==> src/rtl/bus_transfer_controller.sv <==
// bus_transfer_controller: queues register-to-register bus transfer requests
// and sequences each one as IDLE -> SETUP (source drives) -> TRANSFER (source
// drives, destination loads), then pulses DONE on the following IDLE cycle.
module bus_transfer_controller #(
    parameter int unsigned NUM_REGS    = 4,
    parameter int unsigned SEL_WIDTH   = 2,
    parameter int unsigned QUEUE_DEPTH = 4
) (
    input  logic                 i_CLOCK,
    input  logic                 i_RESET,
    input  logic                 i_REQ_VALID,
    output logic                 o_REQ_READY,
    input  logic [SEL_WIDTH-1:0] i_REQ_SRC,
    input  logic [SEL_WIDTH-1:0] i_REQ_DST,
    output logic [NUM_REGS-1:0]  o_WRITE_BUS,
    output logic [NUM_REGS-1:0]  o_READ_BUS,
    output logic                 o_DONE,
    output logic                 o_REJECT,
    output logic                 o_BUSY
);

    localparam int unsigned PTR_W = (QUEUE_DEPTH > 1) ? $clog2(QUEUE_DEPTH) : 1;
    localparam int unsigned CNT_W = PTR_W + 1;
    localparam logic [CNT_W-1:0]   FULL_COUNT = CNT_W'(QUEUE_DEPTH);
    localparam logic [SEL_WIDTH:0] REG_LIMIT  = (SEL_WIDTH + 1)'(NUM_REGS);

    typedef enum logic [1:0] {
        ST_IDLE     = 2'd0,
        ST_SETUP    = 2'd1,
        ST_TRANSFER = 2'd2
    } state_t;

    state_t state;
    state_t state_next;

    // Request queue storage and bookkeeping
    logic [SEL_WIDTH-1:0] src_mem [QUEUE_DEPTH];
    logic [SEL_WIDTH-1:0] dst_mem [QUEUE_DEPTH];
    logic [PTR_W-1:0]     wr_ptr;
    logic [PTR_W-1:0]     rd_ptr;
    logic [CNT_W-1:0]     count;

    logic                 queue_full;
    logic                 queue_empty;
    logic                 req_fire;
    logic                 req_bad;
    logic                 push;
    logic                 pop;

    logic [SEL_WIDTH-1:0] head_src;
    logic [SEL_WIDTH-1:0] head_dst;
    logic [SEL_WIDTH-1:0] cur_src;
    logic [SEL_WIDTH-1:0] cur_dst;

    logic [NUM_REGS-1:0]  write_next;
    logic [NUM_REGS-1:0]  read_next;
    logic                 done_next;

    function automatic logic [NUM_REGS-1:0] onehot(input logic [SEL_WIDTH-1:0] idx);
        return NUM_REGS'(1) << idx;
    endfunction

    assign queue_full  = (count == FULL_COUNT);
    assign queue_empty = (count == '0);
    assign head_src    = src_mem[rd_ptr];
    assign head_dst    = dst_mem[rd_ptr];

    // Ready depends only on occupancy so a same-cycle pop never feeds back into it
    assign o_REQ_READY = !queue_full;
    assign o_BUSY      = (state != ST_IDLE) || !queue_empty;

    // Requests naming the same register twice or an unimplemented register are dropped
    assign req_fire = i_REQ_VALID && o_REQ_READY && !i_RESET;
    assign req_bad  = (i_REQ_SRC == i_REQ_DST)
                   || ({1'b0, i_REQ_SRC} >= REG_LIMIT)
                   || ({1'b0, i_REQ_DST} >= REG_LIMIT);
    assign push     = req_fire && !req_bad;

    // Queue payload write; contents need no reset since pointers gate visibility
    always_ff @(posedge i_CLOCK) begin
        if (push) begin
            src_mem[wr_ptr] <= i_REQ_SRC;
            dst_mem[wr_ptr] <= i_REQ_DST;
        end
    end

    // Queue pointers and occupancy; push and pop in one cycle both take effect
    always_ff @(posedge i_CLOCK) begin
        if (i_RESET) begin
            wr_ptr <= '0;
            rd_ptr <= '0;
            count  <= '0;
        end else begin
            if (push) begin
                wr_ptr <= wr_ptr + PTR_W'(1);
            end
            if (pop) begin
                rd_ptr <= rd_ptr + PTR_W'(1);
            end
            if (push && !pop) begin
                count <= count + CNT_W'(1);
            end else if (pop && !push) begin
                count <= count - CNT_W'(1);
            end
        end
    end

    // State register, current transfer latch and registered outputs
    always_ff @(posedge i_CLOCK) begin
        if (i_RESET) begin
            state       <= ST_IDLE;
            cur_src     <= '0;
            cur_dst     <= '0;
            o_WRITE_BUS <= '0;
            o_READ_BUS  <= '0;
            o_DONE      <= 1'b0;
            o_REJECT    <= 1'b0;
        end else begin
            state       <= state_next;
            o_WRITE_BUS <= write_next;
            o_READ_BUS  <= read_next;
            o_DONE      <= done_next;
            o_REJECT    <= req_fire && req_bad;
            if (pop) begin
                cur_src <= head_src;
                cur_dst <= head_dst;
            end
        end
    end

    // Next state and next values of the registered enables, keyed on the state being entered
    always_comb begin
        state_next = state;
        pop        = 1'b0;
        write_next = '0;
        read_next  = '0;
        done_next  = 1'b0;
        case (state)
            ST_IDLE: begin
                if (!queue_empty) begin
                    pop        = 1'b1;
                    state_next = ST_SETUP;
                    write_next = onehot(head_src);
                end
            end
            ST_SETUP: begin
                state_next = ST_TRANSFER;
                write_next = onehot(cur_src);
                read_next  = onehot(cur_dst);
            end
            ST_TRANSFER: begin
                state_next = ST_IDLE;
                done_next  = 1'b1;
            end
            default: begin
                state_next = ST_IDLE;
            end
        endcase
    end

    // head_dst is only consumed on pop; keep it visible for readability of the latch above
    logic unused_ok;
    assign unused_ok = &{1'b0, head_dst};

endmodule

==> config.mk <==
export PLATFORM = sky130hd
export DESIGN_NAME = bus_transfer_controller
export DESIGN_NICKNAME = d
export VERILOG_FILES = /design/src/rtl/bus_transfer_controller.sv
export SDC_FILE = /design/constraint.sdc
export NUM_CORES = 1
export LEC_CHECK = 0
export CAP_MARGIN = 10
export CORE_MARGIN = 5
export CORE_UTILIZATION = 40
export DETAILED_ROUTE_END_ITERATION = 12
export DONT_BUFFER_PORTS = 1
export GPL_TIMING_DRIVEN = 1
export HOLD_SLACK_MARGIN = 0.05
export PLACE_DENSITY_LB_ADDON = 0.25
export SETUP_SLACK_MARGIN = 0.5
export SLEW_MARGIN = 20
export SYNTH_ARGS = -nofsm -noshare
export SYNTH_HDL_FRONTEND = slang
export SYNTH_SLANG_ARGS = --single-unit
==> constraint.sdc <==
create_clock -name i_CLOCK -period 2.15 [get_ports i_CLOCK]
set_clock_uncertainty 0.15 [all_clocks]
set_input_delay 0.3225 -clock i_CLOCK [delete_from_list [all_inputs] [get_ports i_CLOCK]]
set_output_delay 0.3225 -clock i_CLOCK [all_outputs]
set_load 0.02 [all_outputs]
==> results by stage <==
Outcome:
- The flow ran to the end, but the final reports show violations.
- The final reports fail on negative hold slack, negative setup slack.

Synth:
- The most used flip-flop cell after synthesis is sky130_fd_sc_hd__dfxtp_1.
- The post-synthesis net count is 140.
- The Yosys warning count is 0.
- Of all flip-flops after synthesis, the portion carrying an async set or reset was 0%.
- sky130_fd_sc_hd__dfxtp_1 is the most common cell in the netlist.
- The combined area of all synthesized cells is 0.001617 mm².
- The synthesized design spends more area on one cell type than any other, namely sky130_fd_sc_hd__dfxtp_1.
- In the synthesized netlist, the cells that appear most often are sky130_fd_sc_hd__dfxtp_1 (25), sky130_fd_sc_hd__edfxtp_1 (16), sky130_fd_sc_hd__a21oi_1 (8), sky130_fd_sc_hd__nor2_1 (8), sky130_fd_sc_hd__nand2_1 (6).
- In this run the biggest area consumer among cell types represents 30.96% of the synthesized area.
- The number of flops mapped to enable cells by yosys is 16.
- The average cell area after synthesis is 12.73 µm².
- After synthesis, flip-flops and latches occupy 60.68% of the total area.
- The flop and latch count out of synthesis is 41.
- The post-synthesis instance total is 127.
- Yosys attributes the largest share of cell area to sky130_fd_sc_hd__dfxtp_1 (31%), sky130_fd_sc_hd__edfxtp_1 (30%), sky130_fd_sc_hd__mux4_2 (5.6%), sky130_fd_sc_hd__ha_1 (3.9%), sky130_fd_sc_hd__a21oi_1 (2.5%).
- The number of different library cells used by synthesis comes to 39.

Global route:
- The total congestion overflow is 0.
- The first-pass GRT wire length is 4.947 mm.
- The number of global-route vias before repair came to 1032.
- The initial antenna violation count is 0.
- The global-route usage over all layers is 12.29%.
- The largest net degree at the start of global routing is 19.

Setup path:
- The worst reg2reg path startpoint is count[1].
- The worst register-to-register path has a depth of 8.
- The worst setup path is captured at a register.
- On the worst path, the slowest cell contributes a delay of 0.40 ns.
- The startpoint class of the critical path is a register.
- The worst register-to-register path ends at count[2].
- At the worst endpoint, the arrival time is 2.25 ns.
- The critical path goes through or3_4, nand2_4, ha_4, inv_2, fa_2, xor2_1, or3_1, a21oi_2.
- The maximum fanout along the worst path is 3.
- The type of the worst setup path is register to register.
- The data required time of the worst path is 2.23 ns.
- The timing endpoint of the critical path is count[2].
- The cell with the largest stage delay on the worst path is sky130_fd_sc_hd__or3_4.
- The flop-to-flop setup slack is -0.02 ns.
- The most critical setup path has its startpoint at count[1].

Timing:
- Setup repair after global routing could not meet its margin everywhere.
- The count of pins over their slew limit was 0.
- The total of endpoints with negative setup slack in the final report is 1.
- The hold violation count in the final report is 13.
- Hold timing on the final database bottoms out at a slack of -0.07545 ns.
- The worst slew margin relative to its limit is 74.97%.
- The worst path in the final design needs a cycle of 2.173 ns, including I/O delays and setup.
- The top achievable clock speed is 460.2 MHz.
- In the post-route analysis, the smallest setup slack over all paths is -0.02300 ns.
- The ratio of final minimum period to clock period is 101.1%.
- The actual slew at the worst max-slew pin is 0.3728 ns.

Drt:
- After the first detailed-routing iteration, the DRC count stood at 46.
- The average wire per standard cell is 14.55 µm.
- The via count normalized by instance count is 5.174.
- The number of optimization iterations in the first detailed-route pass is 4.
- The remaining number of nets flagged by the antenna check after routing is 0.
- The post-route DRC violation count is 0.
- The routed wire length is 2.925 mm.
- The via count is 1040.

Clock tree:
- The level count of the clock H-tree is 2.
- Hold repair after CTS inserted 5 buffers.
- After clock tree synthesis, the clock-pin slew on the worst setup and hold paths is 0.08 ns.
- The cell sitting at the root of the clock tree is a sky130_fd_sc_hd__clkbuf_8.
- TritonCTS built the clock tree.
- Clock latency on the worst-skew pair, taken at its later pin, is 0.29 ns.
- The maximum root-to-sink buffer count is 2.
- Counting the buffers created by CTS gives 5.
- Clock tree synthesis found a total of 41 sinks.

Final layout:
- The number of nets in the finished design is 163.
- The total area of multi-input combinational cells is 669.4 µm².
- The storage element area is 993.5 µm².
- The count of antenna diodes in the layout is 0.
- The utilization of the core after routing is 51.58%.
- The count of filler cells inserted in the layout is 358.
- The area growth from synthesis to layout is 26.70%.
- The fraction of final layout cells with drive strength greater than 1 is 33.77%.

Power and ir drop:
- The maximum vdd drop is 0.5379 mV.
- The completed layout was analyzed and its total power is 2.748 mW.
- The leakage power total is 0.7714 nW.
- For this design the ratio of total power to cell area is 1342 mW/mm².

Hold path:
- Counting instances, the worst hold path has a depth of 1.
- The tightest min-delay check is of the primary input to register type.

Floorplanning:
- The initial core utilization is 40.71%.
- For this design the top-level I/O count stands at 19.
- The die is 73.57 µm wide.
- The standard cell core area is 0.003971 mm².
- The floorplan step defined a die boundary enclosing 0.005413 mm².
- The number of placement rows is 23.
- The floorplan step set the die height to 73.57 µm.

Placement:
- The last weighted congestion value of the routability-driven placer is 0.7493.
- Input and output buffers added on the ports amount to 0.
- The HPWL after detailed placement is 1.988 mm.

Job:
- Max-cap violations in this run came to 0.
critical path: cells and delay by family (launching register included):
kind | cells | cell delay, ns
XOR/XNOR | 1 | 0.16
AO/OA/AOI/OAI | 1 | 0.13
AND/OR/NAND/NOR | 3 | 0.82
adder cells (fa/ha/maj) | 2 | 0.45
buffers and inverters | 1 | 0.03
flip-flops | 1 | 0.36
cell usage in the layout, fill, tap and decap left out, drive strengths merged, types with 2 or more instances in the layout:
cell type	n
dfxtp	25
edfxtp	16
buf	15
nor2	8
a21oi	8
inv	7
o21ai	6
nand2	6
nand3	5
clkbuf	5
dlygate4sd3	5
ha	5
and2	4
mux4	4
or3	3
xnor2	2
nor3b	2
mux2i	2
xor2	2
bufinv	2
nor3	2
area by class of cell:
type	count	share of cell area, %
inverter	6	1.100
multi-input combinational	76	32.68
timing repair buffer	20	7.941
clock inverter	3	3.360
sequential	41	48.50
clock buffer	5	3.360
tap	50	3.054
flip-flops by register name (all words and copies together), names as in the netlist, named ones only:
name,cells
o_READ_BUS,4
o_DONE,1
o_REJECT,1
o_WRITE_BUS,4
wr_ptr,2
count,3
dst_mem,8
rd_ptr,2
state,2
src_mem,8
cur_src,2
cur_dst,2
where the power goes:
part	switching, mW	total, mW	internal, mW	leakage [nW]
Sequential	0.158	1.12	0.959	0.352
Combinational	0.440	0.892	0.451	0.351
Clock	0.272	0.740	0.467	0.0687
Total	0.871	2.75	1.88	0.771
timing repair:
| action | in CTS | in global routing |
|---|---|---|
| setup endpoints to repair | 20 | 25 |
| setup buffers | 7 | 1 |
| gates resized for setup | 11 | 9 |
| endpoints found under the hold margin | 30 | 13 |
| pin swaps | 7 | 1 |
per-stage QoR:
step | std cells | hold WS (ns) | TNS [ns] | worst slack, ns | area (µm²)
after floorplan | 127 | 0.2714 | -0.1023 | -0.1023 | 1662
after global placement | 180 | 0.2392 | -0.05267 | -0.05267 | 1745
after detailed placement | 180 | 0.2413 | -0.07885 | -0.07885 | 1745
after CTS | 200 | -0.07759 | 0 | 0.01481 | 2013
after global routing | 201 | -0.09436 | -0.1133 | -0.1133 | 2048
final | 201 | -0.07545 | -0.02300 | -0.02300 | 2048
metal layers:
layer	track usage (%)	part of all wire [%]	routed length, µm	up-vias
met5	0	0	0	-
met4	4.829	1.8	52	0
met3	4.651	5.1	149	7
met2	19.69	50	1474	22
met1	14.88	43	1249	506
li1	-	-	-	505
how the worst min path moves through the flow:
stage / start / end / slack [ns]
3_3_place_gp: i_RESET / count[1] / 0.24
4_1_cts: i_RESET / count[1] / -0.08
6_report: i_RESET / count[2] / -0.08
3_5_place_dp: i_RESET / count[1] / 0.24
5_1_grt: i_RESET / count[2] / -0.09
2_1_floorplan: i_REQ_DST[0] / dst_mem[0][0] / 0.27
kinds of logic after synthesis:
logic type | after synthesis | synth area share, %
AOI/OAI and AO/OA | 20 | 8.514
xor gates and xnor gates | 4 | 2.168
adders and majority gates | 6 | 5.108
buffers and inverters | 10 | 2.554
DFF | 41 | 60.68
muxes | 7 | 7.508
and+or+nand+nor | 39 | 13.47
Power figures use the tool's default switching activity.
